[config.mk]
export PLATFORM = sky130hd
export DESIGN_NAME = dpsk_dac_tx
export DESIGN_NICKNAME = d
export VERILOG_FILES = /design/src/rtl/dpsk_dac_tx.sv
export SDC_FILE = /design/constraint.sdc
export NUM_CORES = 1
export LEC_CHECK = 0
export ABC_AREA = 1
export BUFFER_PORTS_ARGS = -buffer_cell sky130_fd_sc_hd__buf_4
export CAP_MARGIN = 20
export CORE_MARGIN = 4
export CORE_UTILIZATION = 55
export DETAILED_ROUTE_END_ITERATION = 6
export GPL_TIMING_DRIVEN = 0
export HOLD_SLACK_MARGIN = 0.02
export PLACE_DENSITY_LB_ADDON = 0.12
export SYNTH_ARGS = -nofsm -noshare
export SYNTH_HDL_FRONTEND = slang
export SYNTH_SLANG_ARGS = --single-unit
[constraint.sdc]
create_clock -name sys_clk -period 2.3 [get_ports sys_clk]
set_input_delay 0.46 -clock sys_clk [delete_from_list [all_inputs] [get_ports sys_clk]]
set_output_delay 0.46 -clock sys_clk [all_outputs]
set_load 0.05 [all_outputs]
[src/rtl/dpsk_dac_tx.sv]
`default_nettype none
// ============================================================================
//  Module   : dpsk_dac_tx
//  Purpose  : DPSK transmitter. Serial bits in over valid/ready. A '1' flips
//             the carrier phase by 180 degrees and a '0' keeps it. Samples
//             come from a 64-entry sine LUT and are emitted as 8-bit offset
//             binary at FS, together with a free-running DAC clock.
//  Revision : 1.0  initial release
// ============================================================================

`ifndef SYS_CLK_FREQ
`define SYS_CLK_FREQ 50_000_000
`endif
`ifndef FS
`define FS 1_000_000
`endif

module dpsk_dac_tx #(
  parameter int CLK_FREQ   = `SYS_CLK_FREQ,
  parameter int FS         = `FS,
  parameter int SPS        = 16,
  parameter int PHASE_STEP = 4
) (
  input  logic       sys_clk,
  input  logic       rst,
  input  logic       tx_bit,
  input  logic       tx_valid,
  output logic       tx_ready,
  output logic       tx_busy,
  output logic [7:0] dac_data,
  output logic       dac_data_valid,
  output logic       dac_clk
);

  localparam int              c_CNT_DIV  = CLK_FREQ / FS;
  localparam int              c_CW       = (c_CNT_DIV > 1) ? $clog2(c_CNT_DIV) : 1;
  localparam logic [c_CW-1:0] c_CNT_LAST = c_CW'(c_CNT_DIV - 1);
  localparam logic [c_CW-1:0] c_CNT_HALF = c_CW'(c_CNT_DIV / 2 - 1);
  localparam int              c_SW       = (SPS > 1) ? $clog2(SPS) : 1;
  localparam logic [c_SW-1:0] c_SYM_LAST = c_SW'(SPS - 1);
  localparam logic [5:0]      c_STEP     = 6'(PHASE_STEP);
  localparam logic [5:0]      c_FLIP     = 6'd32;
  localparam logic [7:0]      c_MID      = 8'h80;

  localparam logic [0:0] c_IDLE = 1'b0;
  localparam logic [0:0] c_RUN  = 1'b1;

  // 128 + round(127*sin(2*pi*i/64))
  function automatic logic [7:0] sine_lut(input logic [5:0] idx);
    logic [7:0] v;
    case (idx)
      6'd0:  v = 8'd128; 6'd1:  v = 8'd140; 6'd2:  v = 8'd153; 6'd3:  v = 8'd165;
      6'd4:  v = 8'd177; 6'd5:  v = 8'd188; 6'd6:  v = 8'd199; 6'd7:  v = 8'd209;
      6'd8:  v = 8'd218; 6'd9:  v = 8'd226; 6'd10: v = 8'd234; 6'd11: v = 8'd240;
      6'd12: v = 8'd245; 6'd13: v = 8'd250; 6'd14: v = 8'd253; 6'd15: v = 8'd254;
      6'd16: v = 8'd255; 6'd17: v = 8'd254; 6'd18: v = 8'd253; 6'd19: v = 8'd250;
      6'd20: v = 8'd245; 6'd21: v = 8'd240; 6'd22: v = 8'd234; 6'd23: v = 8'd226;
      6'd24: v = 8'd218; 6'd25: v = 8'd209; 6'd26: v = 8'd199; 6'd27: v = 8'd188;
      6'd28: v = 8'd177; 6'd29: v = 8'd165; 6'd30: v = 8'd153; 6'd31: v = 8'd140;
      6'd32: v = 8'd128; 6'd33: v = 8'd116; 6'd34: v = 8'd103; 6'd35: v = 8'd91;
      6'd36: v = 8'd79;  6'd37: v = 8'd68;  6'd38: v = 8'd57;  6'd39: v = 8'd47;
      6'd40: v = 8'd38;  6'd41: v = 8'd30;  6'd42: v = 8'd22;  6'd43: v = 8'd16;
      6'd44: v = 8'd11;  6'd45: v = 8'd6;   6'd46: v = 8'd3;   6'd47: v = 8'd2;
      6'd48: v = 8'd1;   6'd49: v = 8'd2;   6'd50: v = 8'd3;   6'd51: v = 8'd6;
      6'd52: v = 8'd11;  6'd53: v = 8'd16;  6'd54: v = 8'd22;  6'd55: v = 8'd30;
      6'd56: v = 8'd38;  6'd57: v = 8'd47;  6'd58: v = 8'd57;  6'd59: v = 8'd68;
      6'd60: v = 8'd79;  6'd61: v = 8'd91;  6'd62: v = 8'd103; 6'd63: v = 8'd116;
      default: v = 8'd128;
    endcase
    return v;
  endfunction

  logic [c_CW-1:0] cnt_div_q, cnt_div_d;
  logic            dac_clk_q, dac_clk_d;
  logic [7:0]      dac_data_q, dac_data_d;
  logic            dac_valid_q, dac_valid_d;
  logic            buf_full_q, buf_full_d;
  logic            buf_bit_q, buf_bit_d;
  logic [5:0]      phase_acc_q, phase_acc_d;
  logic [5:0]      phase_off_q, phase_off_d;
  logic [c_SW-1:0] sym_cnt_q, sym_cnt_d;
  logic [0:0]      state_q, state_d;

  logic       w_samp_stb;
  logic       w_need;
  logic [5:0] w_off_new;
  logic [5:0] w_idx_new;
  logic [5:0] w_idx_run;

  assign w_samp_stb = (cnt_div_q == c_CNT_LAST);
  assign w_need     = (state_q == c_IDLE) || (sym_cnt_q == c_SYM_LAST);
  // The new symbol's offset is applied to its very first sample.
  assign w_off_new  = phase_off_q ^ (buf_bit_q ? c_FLIP : 6'd0);
  assign w_idx_new  = phase_acc_q + w_off_new;
  assign w_idx_run  = phase_acc_q + phase_off_q;

  assign tx_ready       = !buf_full_q;
  assign tx_busy        = (state_q == c_RUN);
  assign dac_data       = dac_data_q;
  assign dac_data_valid = dac_valid_q;
  assign dac_clk        = dac_clk_q;

  // Next-state logic: divider, DAC clock, input buffer and symbol sequencer.
  always_comb begin
    cnt_div_d   = w_samp_stb ? '0 : cnt_div_q + 1'b1;
    dac_clk_d   = dac_clk_q;
    dac_data_d  = dac_data_q;
    dac_valid_d = w_samp_stb;
    buf_full_d  = buf_full_q;
    buf_bit_d   = buf_bit_q;
    phase_acc_d = phase_acc_q;
    phase_off_d = phase_off_q;
    sym_cnt_d   = sym_cnt_q;
    state_d     = state_q;

    if (w_samp_stb)
      dac_clk_d = 1'b0;
    else if (cnt_div_q == c_CNT_HALF)
      dac_clk_d = 1'b1;

    if (tx_valid && !buf_full_q) begin
      buf_full_d = 1'b1;
      buf_bit_d  = tx_bit;
    end

    if (w_samp_stb) begin
      if (w_need && buf_full_q) begin
        buf_full_d  = 1'b0;
        phase_off_d = w_off_new;
        dac_data_d  = sine_lut(w_idx_new);
        phase_acc_d = phase_acc_q + c_STEP;
        sym_cnt_d   = '0;
        state_d     = c_RUN;
      end else if (w_need) begin
        // Underrun or end of burst: park at midscale, next burst restarts at phase 0.
        dac_data_d  = c_MID;
        phase_acc_d = '0;
        phase_off_d = '0;
        sym_cnt_d   = '0;
        state_d     = c_IDLE;
      end else begin
        dac_data_d  = sine_lut(w_idx_run);
        phase_acc_d = phase_acc_q + c_STEP;
        sym_cnt_d   = sym_cnt_q + 1'b1;
      end
    end
  end

  // State registers with synchronous reset.
  always_ff @(posedge sys_clk) begin
    if (rst) begin
      cnt_div_q   <= '0;
      dac_clk_q   <= 1'b0;
      dac_data_q  <= c_MID;
      dac_valid_q <= 1'b0;
      buf_full_q  <= 1'b0;
      buf_bit_q   <= 1'b0;
      phase_acc_q <= '0;
      phase_off_q <= '0;
      sym_cnt_q   <= '0;
      state_q     <= c_IDLE;
    end else begin
      cnt_div_q   <= cnt_div_d;
      dac_clk_q   <= dac_clk_d;
      dac_data_q  <= dac_data_d;
      dac_valid_q <= dac_valid_d;
      buf_full_q  <= buf_full_d;
      buf_bit_q   <= buf_bit_d;
      phase_acc_q <= phase_acc_d;
      phase_off_q <= phase_off_d;
      sym_cnt_q   <= sym_cnt_d;
      state_q     <= state_d;
    end
  end

endmodule

`default_nettype wire

==> flow_summary_export.csv <==
group,metric,value,unit
outcome,outcome,"completed",
grt,grt_pass1_vias,1336,
synth,post_synth.cell_area_avg,7.22,µm²
grt,grt_pass1_wl,5580,µm
cts,worst_skew_late_latency,0.33,ns
detailed_routing,mean_number_of_vias_per_cell,5.07,
finish,nFillCells,263,
floorplanning,fp.dieW,62.9,µm
placement,place.gp.congestion,0.866,
finish,final_net_count,266,
detailed_routing,detail_route.iter0.violations,90,
finish,antenna_cells,0,
setup_path,crit_chain,"ha_1 -> inv_1 -> nand2_1 -> nand2_1 -> o21ai_0 -> nand2_1 -> nand3_1 -> nand3_1 -> nand2_1 -> nand2_1",
setup_path,critical_path.max_fanout,11,
cts,cts.sink_count,28,
synth,synthDistinctLibCells,31,
finish,layout_cell_share_with_drive_strength_beyond_1,20.5,%
synth,postSynth.topFlopCell,"dfxtp_1",
placement,postPlaceCellArea,1810,µm²
min_path,timing.hold.worst_endpoint,"buf_bit_q$_SDFFE_PP0P_",
synth,ys_seq_elements,28,
grt,grt_usage,16.8,%
power_and_ir_drop,cellLeakagePower,0.922,nW
setup_path,worst_r2r_path_depth,10,
setup_path,critical-path-top-delay-family,"simple AND/OR/NAND/NOR gates",
timing,setup_total_negative_slack,0,ns
placement,detailedPlacementHpwl,2440,µm
setup_path,worst-setup-path-type,"flop to flop",
grt,overflow,0,
min_path,hold_path.startpoint,"rst",
grt,grt_max_degree,16,
cts,cts.repair_timing.setup_buffer_count,0,
setup_path,endpoint_kind,"flop",
synth,synthDominantCellAreaShare,33.8,%
setup_path,cp_num_buf_inv,1,
timing,final-setup-viol-count,0,
floorplanning,pin_count,16,
floorplanning,fp.coreArea,2830,µm²
synth,async_reset_ff_share,0,%
setup_path,critical_path.reg2reg.endpoint,"dac_data[5]$_SDFFE_PP0P_",
timing,final-max-slew-violation-count,0,
synth,synth_area,1660,µm²
min_path,hp-class,"primary input to flop",
finish,area.growth.synth_to_final,11.3,%
setup_path,rrSetupSlack,0.62,ns
job,timing.max_cap.violations,0,
setup_path,stage_delay_of_the_slowest_cell_on_the_critical_path,0.46,ns
finish,multiInputGateArea,970,µm²
detailed_routing,final_wirelength,3140,µm
synth,syn-num-nets,246,
setup_path,worst_path_max_delay_cell,"dfxtp_1",
min_path,timing.hold.worst_path_depth,2,
detailed_routing,route.detailed.wl_per_inst,11.2,µm
power_and_ir_drop,power_per_cell_area,436,nW/µm²
synth,synthDominantAreaCellType,"dfxtp_1",
synth,syn_inst,230,
detailed_routing,number_of_drc_violations_after_detailed_routing,0,
power_and_ir_drop,power.ir.vdd_worst,0.000370,V
cts,clock_tree.root_cell,"clkbuf_4",
timing,max_freq,0.596,GHz
floorplanning,die_y,62.9,µm
detailed_routing,route.antenna.remaining_nets,0,
synth,yosysMostFrequentCell,"nand2_1",
cts,tritoncts.num_buffers,3,
timing,grt_setup_unrepaired,"false",
grt,antenna_found_initial,0,
timing,report.final.hold_viol_count,0,
cts,cts-hold-fix-buffers,0,
synth,synth-warning-count,0,
cts,post_cts_resize_count,0,
synth,synth_top_cells_by_area,"dfxtp_1 34%, nand2_1 16%, ha_1 9.0%, nand3_1 6.0%, inv_1 5.0%",
timing,final_min_period_over_clock_period,72.9,%
timing,finalHoldWorstSlack,0.342,ns
power_and_ir_drop,report.power.total,0.806,mW
timing,fin_skew,0.00850,ns
finish,sequential_cell_area,561,µm²
cts,tritoncts,"yes",
synth,synth_top_cells_by_count,"71 x nand2_1, 28 x dfxtp_1, 22 x inv_1",
setup_path,crit-reg2reg-launch,"phase_acc_q[2]$_SDFFE_PP0P_",
floorplanning,overall_die_area,3960,µm²
floorplanning,num_rows,19,
placement,count_of_input_and_output_buffers,15,
detailed_routing,vias,1420,
setup_path,startpoint,"phase_acc_q[2]$_SDFFE_PP0P_",
synth,ys_seq_area_share,33.8,%
floorplanning,initial_core_util,58.7,%
cts,clock_tree.buffer_depth,2,
synth,number_of_enable_type_register_cells_in_the_synthesized_netlist,0,
setup_path,critical_path.most_common_cell,"nand2_1",
setup_path,startpoint_type,"flop",
setup_path,worst-endpoint-required,2.58,ns
cts,level_count_of_the_clock_h_tree,1,
detailed_routing,drt_first_pass_iters,4,
setup_path,critical_path_cell_count,10,
timing,finalCriticalPeriod,1.68,ns
finish,final_cell_area,1850,µm²
setup_path,critPathArrivalTime,1.96,ns
cts,clkSlewWorstSetupHoldPaths,0.15,ns
## layout make-up
cell class,instances,area share (%)
Buffer,1,0.406
Clock buffer,4,1.96
Inverter,30,6.64
Multi-Input combinational cell,171,52.5
Sequential cell,28,30.3
Tap cell,31,2.10
Timing Repair Buffer,15,6.09
## worst reg2reg max path: cells and delay by family (launching register included)
kind,cells,cell delay [ns]
AND/OR/NAND/NOR,7,0.53
flip-flops,1,0.46
adder cells (fa/ha/maj),1,0.39
AO/OA/AOI/OAI,1,0.15
buffers and inverters,1,0.12
## cell families (layout without fill, tap and decap cells)
group | count (synthesis) | count (layout) | synth area share [%]
XOR/XNOR | 6 | 6 | 3.62
AND/OR/NAND/NOR | 127 | 127 | 36.2
adder cells (fa/ha/maj) | 12 | 12 | 9.04
AO/OA/AOI/OAI | 24 | 24 | 9.04
buffers and inverters | 31 | 50 | 7.84
flip-flops | 28 | 28 | 33.8
other | 2 | 2 | 0.452
## routing by layer
metal / wire, µm / GRT usage (%)
met1: 1520 / 20.9
met2: 1440 / 29.2
met3: 148 / 4.50
met4: 24 / 2.75
met5: 0 / 0
## worst max-delay path by stage
stage	slack, ns	end
after floorplan	0.91	dac_data[1]$_SDFFE_PP0P_
after global placement	0.67	dac_data[5]$_SDFFE_PP0P_
after detailed placement	0.65	dac_data[5]$_SDFFE_PP0P_
after CTS	0.62	dac_data[5]$_SDFFE_PP0P_
after global routing	0.41	dac_data[5]$_SDFFE_PP0P_
final	0.62	dac_data[5]$_SDFFE_PP0P_
## placed cells by master, fill, tap and decap left out, types with 2 or more instances in the layout
master and instances:
ha_1 12, a21oi_1 8, nand2_2 6, o21ai_0 3, inv_2 5, nand2_4 3
conb_1 2, nor2_4 2, nand2_1 71, nor2_2 4, o21ai_2 3, xor2_1 5
dfxtp_1 28, inv_1 22, nand3b_1 2, clkbuf_4 3, nand4_1 2, buf_4 16
o22ai_1 3, o21ai_1 3, nor3_1 2, inv_4 2, nand3_1 20, nor2_1 13
## sequential cells by signal, summed over array words and instances (netlist names)
signal / flops
buf_full_q: 1
phase_off_q: 1
cnt_div_q: 6
sym_cnt_q: 4
dac_data_valid: 1
dac_clk: 1
phase_acc_q: 4
dac_data: 8
tx_busy: 1
buf_bit_q: 1
## per-stage QoR
| stage | worst slack [ns] | instances | utilization, % |
|---|---|---|---|
| floorplan | 0.907 | 230 | - |
| global placement | 0.671 | 276 | 64.0 |
| detailed placement | 0.651 | 276 | 64.0 |
| CTS | 0.619 | 280 | 65.3 |
| global route | 0.408 | 280 | 65.3 |
| finish | 0.622 | 280 | 65.3 |
## power by group
group,internal (mW),switching [mW]
logic,0.0224,0.0453
registers,0.492,0.00788
clock network,0.0969,0.141
total,0.611,0.194
(Power assumes the default switching activity.)
